[src/rtl/add_result_fifo.sv]
// add_result_fifo: circular FIFO that captures {carry, data} adder results
// and hands them downstream over a valid/ready handshake.
//
// Ports:
//   clk, rst_n            clock, async active-low reset
//   in_valid/in_data/in_carry   push side (no backpressure)
//   out_valid/out_ready   pop handshake
//   out_data/out_carry    head entry (combinational read at rd_ptr)
//   count/full            occupancy, 0..DEPTH
//   overflow/clr_ovf      sticky drop flag and its synchronous clear
module add_result_fifo #(
  parameter int WIDTH = 8,
  parameter int DEPTH = 8
) (
  input  logic                     clk,
  input  logic                     rst_n,
  input  logic                     in_valid,
  input  logic [WIDTH-1:0]         in_data,
  input  logic                     in_carry,
  output logic                     out_valid,
  input  logic                     out_ready,
  output logic [WIDTH-1:0]         out_data,
  output logic                     out_carry,
  output logic [$clog2(DEPTH):0]   count,
  output logic                     full,
  output logic                     overflow,
  input  logic                     clr_ovf
);

  localparam int AW = $clog2(DEPTH);
  localparam logic [AW:0] FULL_CNT = (AW+1)'(DEPTH);
  localparam logic [AW:0] ONE_CNT = (AW+1)'(1);

  logic [WIDTH:0]  mem [DEPTH];
  logic [AW-1:0]   wr_ptr;
  logic [AW-1:0]   rd_ptr;
  logic            push;
  logic            pop;
  logic            drop;
  logic [WIDTH:0]  head;

  assign full      = (count == FULL_CNT);
  assign out_valid = (count != '0);
  assign pop       = out_valid & out_ready;
  assign push      = in_valid & (~full | pop);
  assign drop      = in_valid & full & ~pop;

  // Gated so every output reads 0 while empty or in reset, even
  // though the storage itself is never cleared.
  assign head      = out_valid ? mem[rd_ptr] : '0;
  assign out_data  = head[WIDTH-1:0];
  assign out_carry = head[WIDTH];

  always_ff @(posedge clk) begin
    if (push) begin
      mem[wr_ptr] <= {in_carry, in_data};
    end
  end

  always_ff @(posedge clk or negedge rst_n) begin
    if (!rst_n) begin
      wr_ptr <= '0;
      rd_ptr <= '0;
    end else begin
      if (push) begin
        wr_ptr <= wr_ptr + 1'b1;
      end
      if (pop) begin
        rd_ptr <= rd_ptr + 1'b1;
      end
    end
  end

  always_ff @(posedge clk or negedge rst_n) begin
    if (!rst_n) begin
      count <= '0;
    end else begin
      unique case ({push, pop})
        2'b10:   count <= count + ONE_CNT;
        2'b01:   count <= count - ONE_CNT;
        default: count <= count;
      endcase
    end
  end

  // A fresh drop beats a clear in the same cycle.
  always_ff @(posedge clk or negedge rst_n) begin
    if (!rst_n) begin
      overflow <= 1'b0;
    end else if (drop) begin
      overflow <= 1'b1;
    end else if (clr_ovf) begin
      overflow <= 1'b0;
    end
  end

endmodule

[config.mk]
export PLATFORM = sky130hd
export DESIGN_NAME = add_result_fifo
export DESIGN_NICKNAME = d
export VERILOG_FILES = /design/src/rtl/add_result_fifo.sv
export SDC_FILE = /design/constraint.sdc
export NUM_CORES = 1
export LEC_CHECK = 0
export BUFFER_PORTS_ARGS = -buffer_cell sky130_fd_sc_hd__buf_2
export CAP_MARGIN = 5
export CELL_PAD_IN_SITES_DETAIL_PLACEMENT = 0
export CELL_PAD_IN_SITES_GLOBAL_PLACEMENT = 1
export CORE_AREA = 2 2 89 91
export CTS_CLUSTER_SIZE = 14
export DETAILED_ROUTE_END_ITERATION = 7
export DIE_AREA = 0 0 91 93
export GPL_ROUTABILITY_DRIVEN = 0
export PLACE_DENSITY = 0.8
export SLEW_MARGIN = 20
export SYNTH_ARGS = -nofsm -noshare
export SYNTH_HDL_FRONTEND = slang
export SYNTH_SLANG_ARGS = --single-unit
export TNS_END_PERCENT = 5
[constraint.sdc]
create_clock -name clk -period 2.45 [get_ports clk]
set_input_delay 0.1225 -clock clk [delete_from_list [all_inputs] [get_ports clk]]
set_output_delay 0.1225 -clock clk [all_outputs]
set_load 0.02 [all_outputs]
### Yosys cells after proc, flatten, opt, wreduce, memory -nomap -nowiden

Memories as Yosys holds them, arrays and structs flattened.
Index checks and enable logic that the tools add are counted.

* memories kept: 1
* register bits: 11
* memory bits (writable): 72
* output and inout port bits: 16
* bits of input ports: 14

* eq/ne operators: 3
* $add $sub $neg: 4
* reductions and logical operators: 3
* bitwise gates (word level): 7
* muxes and demuxes: 6

Memories
* mem: depth 8, bits a word 9, read ports 1, clocked after memory_dff 0, write ports 1, line 34 `logic [WIDTH:0] mem [DEPTH];`

Operators by type and width (number)
* two-way mux 9 bit: 1
* one-hot mux 4 bit (2 select lines): 1
* adder 3 x 1 -> 3 bit, second input constant: 2
* adder 4 x 1 -> 4 bit, second input constant: 1
* bitwise AND 1 bit: 4
* equality test 4 bit, second input constant: 1
* two-way mux 1 bit: 4
* nonzero test 2 bit: 2
* nonzero test 4 bit: 1
* subtractor 4 x 1 -> 4 bit, second input constant: 1
* equality test 2 x 1 -> 1 bit, second input constant: 1
* equality test 2 bit, second input constant: 1
* NOT 1 bit: 2
* bitwise OR 1 bit: 1

### Depth between registers and ports, before layout

Gate-level depths: netlist (run 1).

* depth in word-level cells: 6
* mapped depth: 12
* mapped depth without buffers: 10

### Worst setup path before layout (run 1)

Ideal clock, no wire load.

* path kind: register to register
* start point: reg count[1]
* end point: reg count[2]
* library setup time: 138 ps
* required time: 2312 ps
* path slack: -229 ps
* cell stages (with the launch flop): 13
* arrival: 2541 ps
* period minus slack after synthesis: 2679 ps
* cell sequence: dfrtp_1 -> buf_6 -> nor4_4 -> inv_2 -> and2_4 -> buf_6 -> ha_1 -> xor2_1 -> ha_1 -> a21oi_1 -> xor2_1 -> nor2_1 -> xor2_1

* cells in the longest elaborated chain, start to end: 6
* elaborated cells on any way between the ends: 12
* those cells by class: 2 x add/sub; 3 x eq/ne; 1 x mux; 4 x bitwise; 2 x reduce/logical

RTL lines
* start: declaration: line 24 `output logic [$clog2(DEPTH):0] count,`
* start signal: assignment: line 79 `2'b10: count <= count + ONE_CNT;`
* start signal: assignment: line 80 `2'b01: count <= count - ONE_CNT;`
* start signal: assignment: line 81 `default: count <= count;`
* nonzero test 4 bit *: line 43 `assign out_valid = (count != '0);`
* via out_valid: line 20 `output logic out_valid,`
* bitwise AND 1 bit *: line 44 `assign pop = out_valid & out_ready;`
* via pop: line 38 `logic pop;`
* bitwise OR 1 bit: line 45 `assign push = in_valid & (~full | pop);`
* bitwise AND 1 bit: line 45
* equality test 2 x 1 -> 1 bit or equality test 2 bit (tied branches): line 78 `unique case ({push, pop})`
* one-hot mux 4 bit (2 select lines) or nonzero test 2 bit (tied branches)

The timed path passes the listed nets; every way through them passes the cells marked *.
A chain may end at the register's enable or synchronous reset.

### Final worst setup path (run 1)

* start point: reg count[1]
* end point: reg count[2]

* cells in the longest elaborated chain, start to end: 6
* elaborated cells on any way between the ends: 12
* those cells by class: 2 x add/sub; 3 x eq/ne; 1 x mux; 4 x bitwise; 2 x reduce/logical

RTL lines (line)
* nonzero test 4 bit or equality test 4 bit (tied branches): 43, 42
* bitwise AND 1 bit or NOT 1 bit (tied branches): 44, 45
* bitwise OR 1 bit: 45
* bitwise AND 1 bit: 45
* equality test 2 x 1 -> 1 bit or equality test 2 bit (tied branches): 78
* one-hot mux 4 bit (2 select lines) or nonzero test 2 bit (tied branches)

Several ways; a longest one is shown, not always the timed one.

==> flow_summary.ini, run 1 <==
[pwr]
power.density_mw_per_mm2 = 1170
peakVddDrop_uv = 422
p_leak_nw = 1.40
report.power.total_w = 0.00462

[global_routing]
grt_pass1_vias = 1727
overflow = 0
grt_start_max_net_pins = 21
grt_use_total_pct = 15.3
grt_pass1_wl_um = 9380
antenna_found_initial = 0

[clock_network]
htreeDepth = 3
cts_buffers = 9
cts_root_buffer = clkbuf_8
cts_buffer_depth = 2
clock-sinks = 83
clk_pin_slew_ps = 90
cts_tree = built
insertion_delay_ps = 350
cts_setup_buffers = 0

[sta]
post-route-period-util_pct = 94.2
skew_ps = 11.7
setup_viol = 0
tightest_slew_ps = 1070
hold_slack_ps = 27.8
rsz0062_at_grt = true
tns_ps = 0
max_slew_margin_pct = 28.7
min_period_ps = 2310
finalHoldViolations = 0
finalMaxSlewViolations = 0
fmax_ghz = 0.433

[finish]
design_area_mm2 = 0.00396
areaGrowthSynthToFinish_pct = 16.9
final_cell_mix = edfxtp_1 (72), buf_2 (29), mux4_2 (18)
final_common_cell = edfxtp_1
n_fill_cell = 640
fin_nets = 245
multiInputGateArea_um2 = 917
drive_above_1_share_pct = 38.1
diodes = 0
seq_area_mm2 = 0.00244

[synthesis]
synth_top_area_share_pct = 63.8
synth_area_mm2 = 0.00339
ys_warn_count = 0
synth_area_per_cell_um2 = 19.0
synth_nets = 197
synth_top_area_cell = edfxtp_1
synth-seq-cells = 83
synthTopCellsByArea = edfxtp_1 (64%), mux4_2 (12%), dfrtp_1 (8.1%)
yosysUniqueCellTypes = 32
seq_area_frac_synth_pct = 71.9
synth_cells = 178

[floorplan]
rows = 32
core_region_area_mm2 = 0.00753
start_util_pct = 45.0
fp.dieH_um = 93
die_x_um = 91
die_area_mm2 = 0.00846
ios = 30

[setup_path]
slowest_delay_ps = 540
required_ps = 2690
rrSetupSlack_ps = 140
worst-r2r-cell-count = 10
arrival_ps = 2550
r2r-start = count[1]
worstPathCellList = or4b_4, o21a_1, inv_4, ha_4, xor2_1, ha_1, a21oi_1, xor2_1, nor2_1, xor2_1
crit_fanout = 8
worstSetupPathType = flop to flop
reg2reg_to = count[2]
cp_common_cell = xor2_1
endpoint = count[2]
cp-end-kind = flop
critPathLaunch = count[1]
critPathLaunchType = flop
crit_path_top_delay_cell = or4b_4

[route]
drt-total-wl_um = 5950
ant_nets = 0
drc = 0
vias = 1720
drt-pass1-iter-count = 4
post_drt_wl_per_cell_um = 17.9
drtIter0Drc = 106
viasPerCell = 5.17

[run]
max_cap_violations = 0

[placed_design]
portBuffers = 29
dp_hpwl_um = 3790
placed_cell_area_mm2 = 0.00375

[status]
status = finished clean

[worst_hold_path]
hold_path.class = input pin to flop
==> kinds of logic after synthesis <==
group / Yosys count / share of synthesized area (%)
flops: 83 / 71.9
simple gates: 36 / 5.68
mux: 29 / 15.4
buf+inv: 12 / 1.96
xor+xnor: 9 / 2.33
fa+ha+maj: 5 / 1.85
compound gates: 4 / 0.886
==> cells in the mapped netlist <==
master	count
a2111oi_0	1
a21oi_1	1
and2_4	1
buf_1	1
buf_2	1
buf_4	1
buf_6	2
clkbuf_1	1
clkbuf_2	1
dfrtp_1	11
edfxtp_1	72
ha_1	5
inv_1	3
inv_2	2
mux2_2	1
mux2_4	1
mux2i_1	9
mux4_2	18
nand2_1	7
nand2b_1	3
nand3_1	1
nand3b_1	1
nor2_1	13
nor3_1	5
nor4_1	2
nor4_4	1
nor4b_1	1
o21a_1	1
o32ai_1	1
or4b_1	1
xnor2_1	5
xor2_1	4
==> timing repair <==
action / 4_1_cts / 5_1_grt
gates resized for setup: 0 / 2
endpoints found under the setup margin: 0 / 7
hold buffers: 3 / 0
hold endpoints to repair: 12 / 0
==> routing by layer <==
layer  vias up  track usage, %  share of wire [%]
met2        29            25.4                 51
met4         0            7.58                2.2
met3        10            3.06                3.0
met5         -               0                  0
li1        798               -                  -
met1       883            19.5                 44
==> area by class of cell <==
cell class,count,share of cell area [%]
repair buffers,44,7.01
clock inverters,6,1.23
multi-input cells,83,23.2
clock buffers,10,3.22
well taps,102,3.22
inverters,5,0.537
flip-flops and latches,83,61.6
==> critical path, delay by kind of cell, from the launching register on <==
family | cells | cell delay [ps]
AO/OA/AOI/OAI | 2 | 370
XOR/XNOR | 3 | 360
adder cells (fa/ha/maj) | 2 | 350
buffers and inverters | 1 | 120
flip-flops | 1 | 400
AND/OR/NAND/NOR | 2 | 600
==> worst min-delay path by stage <==
stage,cells after the start,from,endpoint,slack (ps)
floorplan,0,rst_n,count[0],-170
global placement,1,rst_n,overflow,20
detailed placement,1,rst_n,overflow,10
CTS,1,in_data[4],mem[0][4],20
global route,1,in_carry,mem[5][8],40
finish,1,in_data[4],mem[0][4],30
==> report_power, final <==
group | switching [W] | internal, W | total [W]
clock network | 0.000501 | 0.000377 | 0.000878
registers | 0.000195 | 0.00181 | 0.00201
logic | 0.000920 | 0.000814 | 0.00173
total | 0.00162 | 0.00300 | 0.00462
==> state kept, by name, indices dropped and copies added, names as in the netlist <==
signal / count
rd_ptr: 3
wr_ptr: 3
count: 4
overflow: 1
mem: 72
==> per-stage QoR <==
step / std cells / utilization [%] / setup slack (ps)
2_1_floorplan: 178 / - / -39.2
3_3_place_gp: 314 / 49.8 / 52.3
4_1_cts: 333 / 52.5 / 30.0
3_5_place_dp: 314 / 49.8 / 49.5
5_1_grt: 333 / 52.6 / -4.59
6_report: 333 / 52.6 / 142
(Power assumes the default switching activity.)
==> run 2, diff against run 1 <==
GPL_TIMING_DRIVEN = 0   (was not set)
==> run 2 against run 1 <==
Net effect:
- the flow now finishes with violations (setup timing)
- register-to-register slack worse by 150 ps
- highest routed layer unchanged
- maximum frequency down 6.2%
- cell area rose by 1.3%
- final cell count unchanged
- global-route usage increased by 0.44 points
- largest cell class unchanged
==> flow_summary.ini, run 2 (same netlist as run 1, synthesis figures left out) <==
[status]
status = finished with violations
violations = setup timing

[global_routing]
grt_pass1_wl_um = 9670
grt_use_total_pct = 15.8
grt_start_max_net_pins = 20
overflow = 0
grt_pass1_vias = 1734
antenna_found_initial = 0

[setup_path]
worstSetupPathType = flop to flop
cp-end-kind = flop
required_ps = 2720
critPathLaunch = count[1]
crit_fanout = 8
critPathLaunchType = flop
arrival_ps = 2730
r2r-start = count[1]

[finish]
reg.largest.list = mem: 72 flops, count: 4 flops
diodes = 0
largest_reg_flops = 72
areaGrowthSynthToFinish_pct = 18.4
design_area_mm2 = 0.00401
drive_above_1_share_pct = 42.9
final_common_cell = edfxtp_1
top_register = mem
fin_nets = 247
final_cell_mix = edfxtp_1 (72), buf_2 (30), mux4_2 (18)

[clock_network]
cts_tree = built
cts_buffers = 9
htreeDepth = 3
cts_buffer_depth = 2
cts_root_buffer = clkbuf_8
insertion_delay_ps = 340
clk_pin_slew_ps = 80
clock-sinks = 83

[sta]
hold_slack_ps = 36.5
finalHoldViolations = 0
rsz0062_at_grt = true
min_period_ps = 2460
fin_ws_ps = -10.6
fmax_ghz = 0.406
post-route-period-util_pct = 100
max_slew_margin_pct = 33.6
tightest_slew_ps = 993
skew_ps = 8.85
setup_viol = 1
finalMaxSlewViolations = 0

[worst_hold_path]
hold_path.class = input pin to flop
min_from = out_ready

[floorplan]
start_util_pct = 45.0
die_x_um = 91
rows = 32
core_region_area_mm2 = 0.00753
fp.dieH_um = 93
die_area_mm2 = 0.00846
ios = 30

[pwr]
peakVddDrop_uv = 447
power.density_mw_per_mm2 = 1150
p_leak_nw = 1.42

[route]
ant_nets = 0
viasPerCell = 5.22
post_drt_wl_per_cell_um = 19.0
drt-pass1-iter-count = 4
drt-total-wl_um = 6320
drc = 0
drtIter0Drc = 63
vias = 1737

[placed_design]
dp_hpwl_um = 3990
placed_cell_area_mm2 = 0.00375
portBuffers = 29

[run]
max_cap_violations = 0
-- run 2: cell types whose count changed in the layout (fill, tap and decap cells not counted), moves of 2 or more --
| cell | previous run | this run |
|---|---|---|
| nor3_1 | 4 | 0 |
| nor3_2 | 1 | 5 |
| clkinvlp_4 | 3 | 0 |
| clkinv_2 | 0 | 3 |
| buf_6 | 0 | 2 |
-- run 2: per-layer routing --
metal	vias up	global-route usage, %	share of wire [%]
li1	798	-	-
met1	903	20.6	43
met2	30	25.9	53
met3	6	2.90	2.4
met4	0	7.20	1.4
met5	-	0	0
-- run 2: timing repair --
item / CTS / global route
endpoints found under the setup margin: 12 / 3
hold buffers: 2 / 0
buffers inserted: 2 / 4
endpoints found under the hold margin: 12 / 0
gates resized for setup: 3 / 9
pin swaps: 2 / 6
-- run 2: path summary, 6_finish.rpt --
kind	end	slack (ps)	cells after the start
max	count[2]	-10	10
min	overflow	40	2
min reg2reg	count[3]	530	1
max in group asynchronous	count[3]	2010	2
min in group asynchronous	wr_ptr[0]	210	2
max reg2reg	count[2]	-10	10
-- run 2: metrics by stage --
step	instances	total power [W]	util, %	setup TNS [ps]	setup WS, ps
3_3_place_gp	309	0.00374	49.0	-17960	-782
6_report	333	0.00460	53.3	-10.6	-10.6
3_5_place_dp	314	0.00382	49.8	-636	-290
5_1_grt	333	0.00487	53.3	-182	-120
4_1_cts	330	0.00461	52.4	-58.5	-31.8
2_1_floorplan	178	0.00325	-	-73.7	-39.2
-- run 2: area by class of cell --
class                      count  area [um2]
buffer                         4        27.5
tap                          102         128
timing repair buffer          42         249
sequential                    83        2440
clock buffer                   9         124
clock inverter                 5        32.5
inverter                       5        23.8
multi-input combinational     83         987
fill                         633        3510
-- run 2: where the power goes --
group          switching, W  internal [W]  leakage (nW)
clock              0.000455      0.000355        0.0847
combinational      0.000980      0.000801         0.550
sequential         0.000192       0.00181         0.782
-- run 2: worst max-delay path, stage by stage, from the launching register on --
cell	delay [ps]
dfrtp_2	500
or4b_4	570
o21a_4	230
inv_6	70
ha_4	160
xor2_1	170
ha_2	200
a21oi_2	40
xor2_1	150
nor2_1	150
xor2_1	160
